**config.mk**
```make
export PLATFORM = sky130hd
export DESIGN_NAME = fetch_unit_flat
export DESIGN_NICKNAME = d
export VERILOG_FILES = /design/src/rtl/fetch_if.sv /design/src/rtl/fetch_unit.sv /design/src/flat_wrapper.sv
export SDC_FILE = /design/constraint.sdc
export NUM_CORES = 1
export LEC_CHECK = 0
export CAP_MARGIN = 20
export CORE_AREA = 3 3 125 139
export DETAILED_ROUTE_END_ITERATION = 12
export DIE_AREA = 0 0 128 142
export HOLD_SLACK_MARGIN = 0.08
export PLACE_DENSITY = 0.68
export SETUP_SLACK_MARGIN = 0.3
export SLEW_MARGIN = 30
export SYNTH_ARGS = -nofsm -noshare
export SYNTH_HDL_FRONTEND = slang
export SYNTH_SLANG_ARGS = --single-unit
```
**constraint.sdc**
```tcl
create_clock -name clk -period 4.76 [get_ports clk]
set_input_delay 0.714 -clock clk [delete_from_list [all_inputs] [get_ports clk]]
set_output_delay 0.714 -clock clk [all_outputs]
set_load 0.02 [all_outputs]
```
**src/rtl/fetch_if.sv**
```systemverilog
// Fetch stage bus bundle: ROM port, decode handshake, redirect/halt control and status.
// Optional FETCH_MISALIGN_TRAP_EN adds the misaligned-redirect trap signals.
interface fetch_if #(
  parameter int WIDTH = 32
);
  logic [WIDTH-1:0] rom_addr;
  logic [WIDTH-1:0] rom_instr;
  logic             out_valid;
  logic             out_ready;
  logic [WIDTH-1:0] out_instr;
  logic [WIDTH-1:0] out_pc;
  logic             redirect_valid;
  logic [WIDTH-1:0] redirect_pc;
  logic             halt_req;
  logic             halted;
  logic [31:0]      fetch_cnt;
`ifdef FETCH_MISALIGN_TRAP_EN
  logic             trap_valid;
  logic [WIDTH-1:0] trap_pc;

  modport master (
    output rom_addr,
    input  rom_instr,
    output out_valid,
    input  out_ready,
    output out_instr,
    output out_pc,
    input  redirect_valid,
    input  redirect_pc,
    input  halt_req,
    output halted,
    output fetch_cnt,
    output trap_valid,
    output trap_pc
  );

  modport slave (
    input  rom_addr,
    output rom_instr,
    input  out_valid,
    output out_ready,
    input  out_instr,
    input  out_pc,
    output redirect_valid,
    output redirect_pc,
    output halt_req,
    input  halted,
    input  fetch_cnt,
    input  trap_valid,
    input  trap_pc
  );
`else
  modport master (
    output rom_addr,
    input  rom_instr,
    output out_valid,
    input  out_ready,
    output out_instr,
    output out_pc,
    input  redirect_valid,
    input  redirect_pc,
    input  halt_req,
    output halted,
    output fetch_cnt
  );

  modport slave (
    input  rom_addr,
    output rom_instr,
    input  out_valid,
    output out_ready,
    input  out_instr,
    input  out_pc,
    output redirect_valid,
    output redirect_pc,
    output halt_req,
    input  halted,
    input  fetch_cnt
  );
`endif
endinterface

```
**src/rtl/fetch_unit.sv**
```systemverilog
// RV32 instruction-fetch stage: PC, one-entry fetch register, redirect/halt FSM.
// Define FETCH_MISALIGN_TRAP_EN to trap misaligned redirects instead of clearing bits [1:0].
//
// state | meaning
// BOOT  | first cycle after reset, ROM settles, no fetch
// RUN   | fetching, one instruction per cycle when decode keeps up
// HALT  | fetch stopped, held instruction may still drain
module fetch_unit #(
  parameter int               WIDTH    = 32,
  parameter logic [WIDTH-1:0] RESET_PC = 32'h0000_0000,
  parameter logic [WIDTH-1:0] NOP      = 32'h0000_0013
) (
  input  logic     clk,
  input  logic     rst_n,
  fetch_if.master  bus
);

  typedef enum logic [1:0] {
    BOOT = 2'd0,
    RUN  = 2'd1,
    HALT = 2'd2
  } state_e;

  localparam logic [WIDTH-1:0] ALIGN_MASK = ~WIDTH'(3);

  state_e           state_q, state_d;
  logic             halted_q, halted_d;
  logic [WIDTH-1:0] pc_q, pc_d;
  logic             out_valid_q, out_valid_d;
  logic [WIDTH-1:0] out_instr_q, out_instr_d;
  logic [WIDTH-1:0] out_pc_q, out_pc_d;
  logic [31:0]      fetch_cnt_q, fetch_cnt_d;

  logic transfer;
  logic trap_req;
  logic redir_take;
  logic load_en;

  assign transfer = out_valid_q & bus.out_ready;

`ifdef FETCH_MISALIGN_TRAP_EN
  logic             trap_valid_q, trap_valid_d;
  logic [WIDTH-1:0] trap_pc_q, trap_pc_d;

  assign trap_req = bus.redirect_valid & (|bus.redirect_pc[1:0]);
`else
  assign trap_req = 1'b0;
`endif

  assign redir_take = bus.redirect_valid & ~trap_req;

  // FSM: state register
  always_ff @(posedge clk or negedge rst_n) begin
    if (!rst_n) begin
      state_q  <= BOOT;
      halted_q <= 1'b0;
    end else begin
      state_q  <= state_d;
      halted_q <= halted_d;
    end
  end

  // FSM: next state; a trap beats a redirect, a redirect beats halt_req
  always_comb begin
    state_d = state_q;
    case (state_q)
      BOOT:    state_d = RUN;
      RUN:     if (bus.halt_req) state_d = HALT;
      HALT:    state_d = HALT;
      default: state_d = BOOT;
    endcase
    if (redir_take) state_d = RUN;
    if (trap_req)   state_d = HALT;
  end

  // FSM: outputs
  always_comb begin
    load_en  = 1'b0;
    halted_d = (state_d == HALT);
    case (state_q)
      RUN:     load_en = ~bus.redirect_valid & (~out_valid_q | transfer);
      default: load_en = 1'b0;
    endcase
  end

  always_comb begin
    pc_d        = pc_q;
    out_valid_d = out_valid_q;
    out_instr_d = out_instr_q;
    out_pc_d    = out_pc_q;
    fetch_cnt_d = fetch_cnt_q + {31'd0, transfer};
    if (bus.redirect_valid) begin
      out_valid_d = 1'b0;
      out_instr_d = NOP;
      if (redir_take) pc_d = bus.redirect_pc & ALIGN_MASK;
    end else if (load_en) begin
      out_valid_d = 1'b1;
      out_instr_d = bus.rom_instr;
      out_pc_d    = pc_q;
      pc_d        = pc_q + WIDTH'(4);
    end else if (transfer) begin
      out_valid_d = 1'b0;
      out_instr_d = NOP;
    end
  end

  always_ff @(posedge clk or negedge rst_n) begin
    if (!rst_n) begin
      pc_q        <= RESET_PC;
      out_valid_q <= 1'b0;
      out_instr_q <= NOP;
      out_pc_q    <= '0;
      fetch_cnt_q <= '0;
    end else begin
      pc_q        <= pc_d;
      out_valid_q <= out_valid_d;
      out_instr_q <= out_instr_d;
      out_pc_q    <= out_pc_d;
      fetch_cnt_q <= fetch_cnt_d;
    end
  end

`ifdef FETCH_MISALIGN_TRAP_EN
  always_comb begin
    trap_valid_d = trap_req;
    trap_pc_d    = trap_req ? bus.redirect_pc : trap_pc_q;
  end

  always_ff @(posedge clk or negedge rst_n) begin
    if (!rst_n) begin
      trap_valid_q <= 1'b0;
      trap_pc_q    <= '0;
    end else begin
      trap_valid_q <= trap_valid_d;
      trap_pc_q    <= trap_pc_d;
    end
  end

  assign bus.trap_valid = trap_valid_q;
  assign bus.trap_pc    = trap_pc_q;
`endif

  assign bus.rom_addr  = pc_q;
  assign bus.out_valid = out_valid_q;
  assign bus.out_instr = out_instr_q;
  assign bus.out_pc    = out_pc_q;
  assign bus.halted    = halted_q;
  assign bus.fetch_cnt = fetch_cnt_q;

endmodule

```
**src/flat_wrapper.sv**
```systemverilog
// flat-port wrapper written by rule: the top's interface ports become plain ports
module fetch_unit_flat 
#(
  parameter int               WIDTH    = 32,
  parameter logic [WIDTH-1:0] RESET_PC = 32'h0000_0000,
  parameter logic [WIDTH-1:0] NOP      = 32'h0000_0013
)
  (clk, rst_n, bus_rom_addr, bus_rom_instr, bus_out_valid, bus_out_ready, bus_out_instr, bus_out_pc, bus_redirect_valid, bus_redirect_pc, bus_halt_req, bus_halted, bus_fetch_cnt);
  fetch_if #(.WIDTH(WIDTH)) bus_i ();
  input  logic clk;
  input  logic rst_n;
  output wire logic [$bits(bus_i.rom_addr)-1:0] bus_rom_addr;
  input wire logic [$bits(bus_i.rom_instr)-1:0] bus_rom_instr;
  output wire logic [$bits(bus_i.out_valid)-1:0] bus_out_valid;
  input wire logic [$bits(bus_i.out_ready)-1:0] bus_out_ready;
  output wire logic [$bits(bus_i.out_instr)-1:0] bus_out_instr;
  output wire logic [$bits(bus_i.out_pc)-1:0] bus_out_pc;
  input wire logic [$bits(bus_i.redirect_valid)-1:0] bus_redirect_valid;
  input wire logic [$bits(bus_i.redirect_pc)-1:0] bus_redirect_pc;
  input wire logic [$bits(bus_i.halt_req)-1:0] bus_halt_req;
  output wire logic [$bits(bus_i.halted)-1:0] bus_halted;
  output wire logic [$bits(bus_i.fetch_cnt)-1:0] bus_fetch_cnt;
  assign bus_rom_addr = bus_i.rom_addr;
  assign bus_i.rom_instr = bus_rom_instr;
  assign bus_out_valid = bus_i.out_valid;
  assign bus_i.out_ready = bus_out_ready;
  assign bus_out_instr = bus_i.out_instr;
  assign bus_out_pc = bus_i.out_pc;
  assign bus_i.redirect_valid = bus_redirect_valid;
  assign bus_i.redirect_pc = bus_redirect_pc;
  assign bus_i.halt_req = bus_halt_req;
  assign bus_halted = bus_i.halted;
  assign bus_fetch_cnt = bus_i.fetch_cnt;
  fetch_unit #(.WIDTH(WIDTH), .RESET_PC(RESET_PC), .NOP(NOP)) u_core (.clk(clk), .rst_n(rst_n), .bus(bus_i));
endmodule
```
==> run metrics <==
vias in the first global route 4786; Detailed Route WL ~15 mm; post-synthesis cell type count 44; vias per cell about 4.9; WL/cell approximately 16 µm; final setup vio count 0; Post-synth top cells 141 x nand2_1, 125 x dfrtp_1, 30 x a22o_1; Syn Inst Count 520; H-tree levels 4; input/output buffers about 190; Clock Pin Slew Worst Setup and Hold Paths ~0.06 ns; startpoint types input port; critical path required time between 5 and 6 ns; CP endpoint kind register; # DRC 0; mapped cell area ~0.0056 mm²; postcts setup bufs 0; clk buf depth 2; Clock Skew 0.01223 ns; cell row count 49; CTS Buf Count 17; ranking of synthesized cells by area dfrtp_1 56%, nand2_1 9.5%, a22o_1 4.7%, xor2_1 4.2%, xnor2_1 4.1%; Total Routing Usage GR roughly 17%; pre-CTS setup slack around 1.3 ns; number of synthesized flops with an enable pin 0; Fillers ~1500; Die Ht around 140 µm; Layout area overhead 49.12%; Die Wd approximately 130 µm; Top FF cell, synth dfrtp_1; initial antenna violation count 0; R2R cell count 5; initial DRC count 255; Via Count 4589; final core occ 51.45%; VDD IR max roughly 0.26 mV; largest net degree at the start of global routing 89; hold-fix buffers at CTS 0; Yosys top cell by area dfrtp_1; full die area 0.01818 mm²; Leak between 3 and 4 nW; top-area cell type share of the netlist area 56.02%; Placed Cells roughly 900; Worst slew margin between 30% and 40%; fin. max-slew vios 0; outcome complete, no violations; Net count, final 787; unrepaired setup endpoints after global routing no; RR Startpoint u_core.bus.out_valid$_DFFE_PN0P_; Post-CTS Resized 0; count leader, synth nand2_1; antenna-violating nets left 0; FF-to-FF End u_core.bus.rom_addr[3]$_DFFE_PN0P_; share of layout cells above drive strength 1 8.253%; CTS tree built; Yosys warning count 0; FFs w/ async S/R, synth between 90% and 100%; WS Path Type in -> reg; final setup TNS 0 ns; I/O pin cnt between 150 and 200; post-route insts no fill ~930; PD cells between 400 and 500 mW/mm²; root buffer cell clkbuf_16; FMAX approximately 0.34 GHz; Antenna diodes 0; clock sink total between 100 and 150; Post-Syn Area per Cell around 11 µm²; worst min path class in -> async; CP arrival between 3 and 4 ns; sequential area share after synthesis 57.43%; first-pass GRT wire length about 25 mm; Max-cap violations 0; Total Power about 0.0035 W; GR Overflow Total 0; GPL Wtd Cong approximately 0.77; initial core utilization about a third; Worst-Margin Slew 0.9488 ns; post-DP HPWL approximately 11 mm; drt first pass iters 5; FF-to-FF setup slack about 2.1 ns; final setup margin 1.776 ns; Hold Vio Cnt, Final 0; post-synthesis register bit count ~130; core box area 0.01619 mm²; CP max FO 24; min Tclk post-route between 2 and 3 ns; clock latency at the later pin of the worst-skew pair roughly 0.42 ns; crit share post-route roughly 63%
[sequential cells by signal, summed over array words and instances, names as in the netlist]
name,count
u_core.bus.out_instr,32
u_core.state_q,2
u_core.bus.halted,1
u_core.bus.fetch_cnt,32
u_core.bus.out_pc,30
u_core.bus.out_valid,1
u_core.bus.rom_addr,30
[layer usage]
metal  track usage, %  vias up  part of all wire [%]
met5                0        -                     0
met4            6.983        0                   2.4
met3            6.081       23                   7.4
met2            26.01      155                    47
met1            22.02     2226                    43
li1                 -     2185                     -
[per-stage QoR]
step / cell area, µm² / hold slack [ns]
finish: 8327 / 0.3586
global route: 8327 / 0.4202
CTS: 8324 / 0.3888
detailed placement: 7695 / 0.4567
global placement: 7684 / 0.4549
floorplan: 5595 / 0.4184
[cell families after synthesis]
family	Yosys count	share of synthesized area, %
flip-flops	128	57.43
adder cells (fa/ha/maj)	4	0.8963
buffers and inverters	26	2.218
multiplexers	1	0.2016
other	1	0.06715
XOR/XNOR	53	8.313
AO/OA/AOI/OAI	71	9.254
AND/OR/NAND/NOR	236	21.62
[critical path, stage by stage]
cell,delay (ns)
clkdlybuf4s50_1,0.48
nor2b_1,0.17
nor2_1,0.79
nand2_1,0.47
buf_4,0.38
a31o_2,0.28
[cell usage in the layout (no fill, tap or decap), types with 5 or more instances in the layout]
cell type,instances
o21ai_1,19
clkbuf_16,17
nor3_1,5
xor2_1,27
o21ai_0,5
nand3_1,21
clkdlybuf4s50_1,190
dfrtp_1,125
nand2_1,141
nor2_1,12
a22o_1,30
buf_4,5
xnor2_1,26
and3_1,11
nand4_1,19
[final cells by class]
class,instances,area (µm²),share of cell area [%]
Inverter,1,3.754,0.04508
Clock inverter,14,190.2,2.284
Sequential cell,128,3207,38.51
Multi-Input combinational cell,369,2270,27.26
Tap cell,204,255.2,3.065
Clock buffer,18,439.2,5.274
Timing Repair Buffer,197,1962,23.56
[how the worst max path moves through the flow]
stage                  start                                  to  slack [ns]
2_1_floorplan  bus_out_ready  u_core.bus.fetch_cnt[26]$_DFF_PN0_        2.55
3_3_place_gp   bus_out_ready  u_core.bus.rom_addr[3]$_DFFE_PN0P_        1.40
3_5_place_dp   bus_out_ready  u_core.bus.rom_addr[3]$_DFFE_PN0P_        1.34
4_1_cts        bus_out_ready  u_core.bus.rom_addr[3]$_DFFE_PN0P_        1.78
5_1_grt        bus_out_ready  u_core.bus.rom_addr[3]$_DFFE_PN0P_        1.57
6_report       bus_out_ready  u_core.bus.rom_addr[3]$_DFFE_PN0P_        1.78
[report_power, final]
| group | total (W) | internal, W | switching (W) | leakage, nW |
|---|---|---|---|---|
| clock | 0.00137 | 0.000888 | 0.000486 | 0.306 |
| sequential | 0.00137 | 0.00123 | 0.000136 | 1.65 |
| combinational | 0.000799 | 0.000382 | 0.000417 | 1.70 |
| total | 0.00354 | 0.00250 | 0.00104 | 3.65 |
Note: power is estimated with default switching activity, not from simulation.
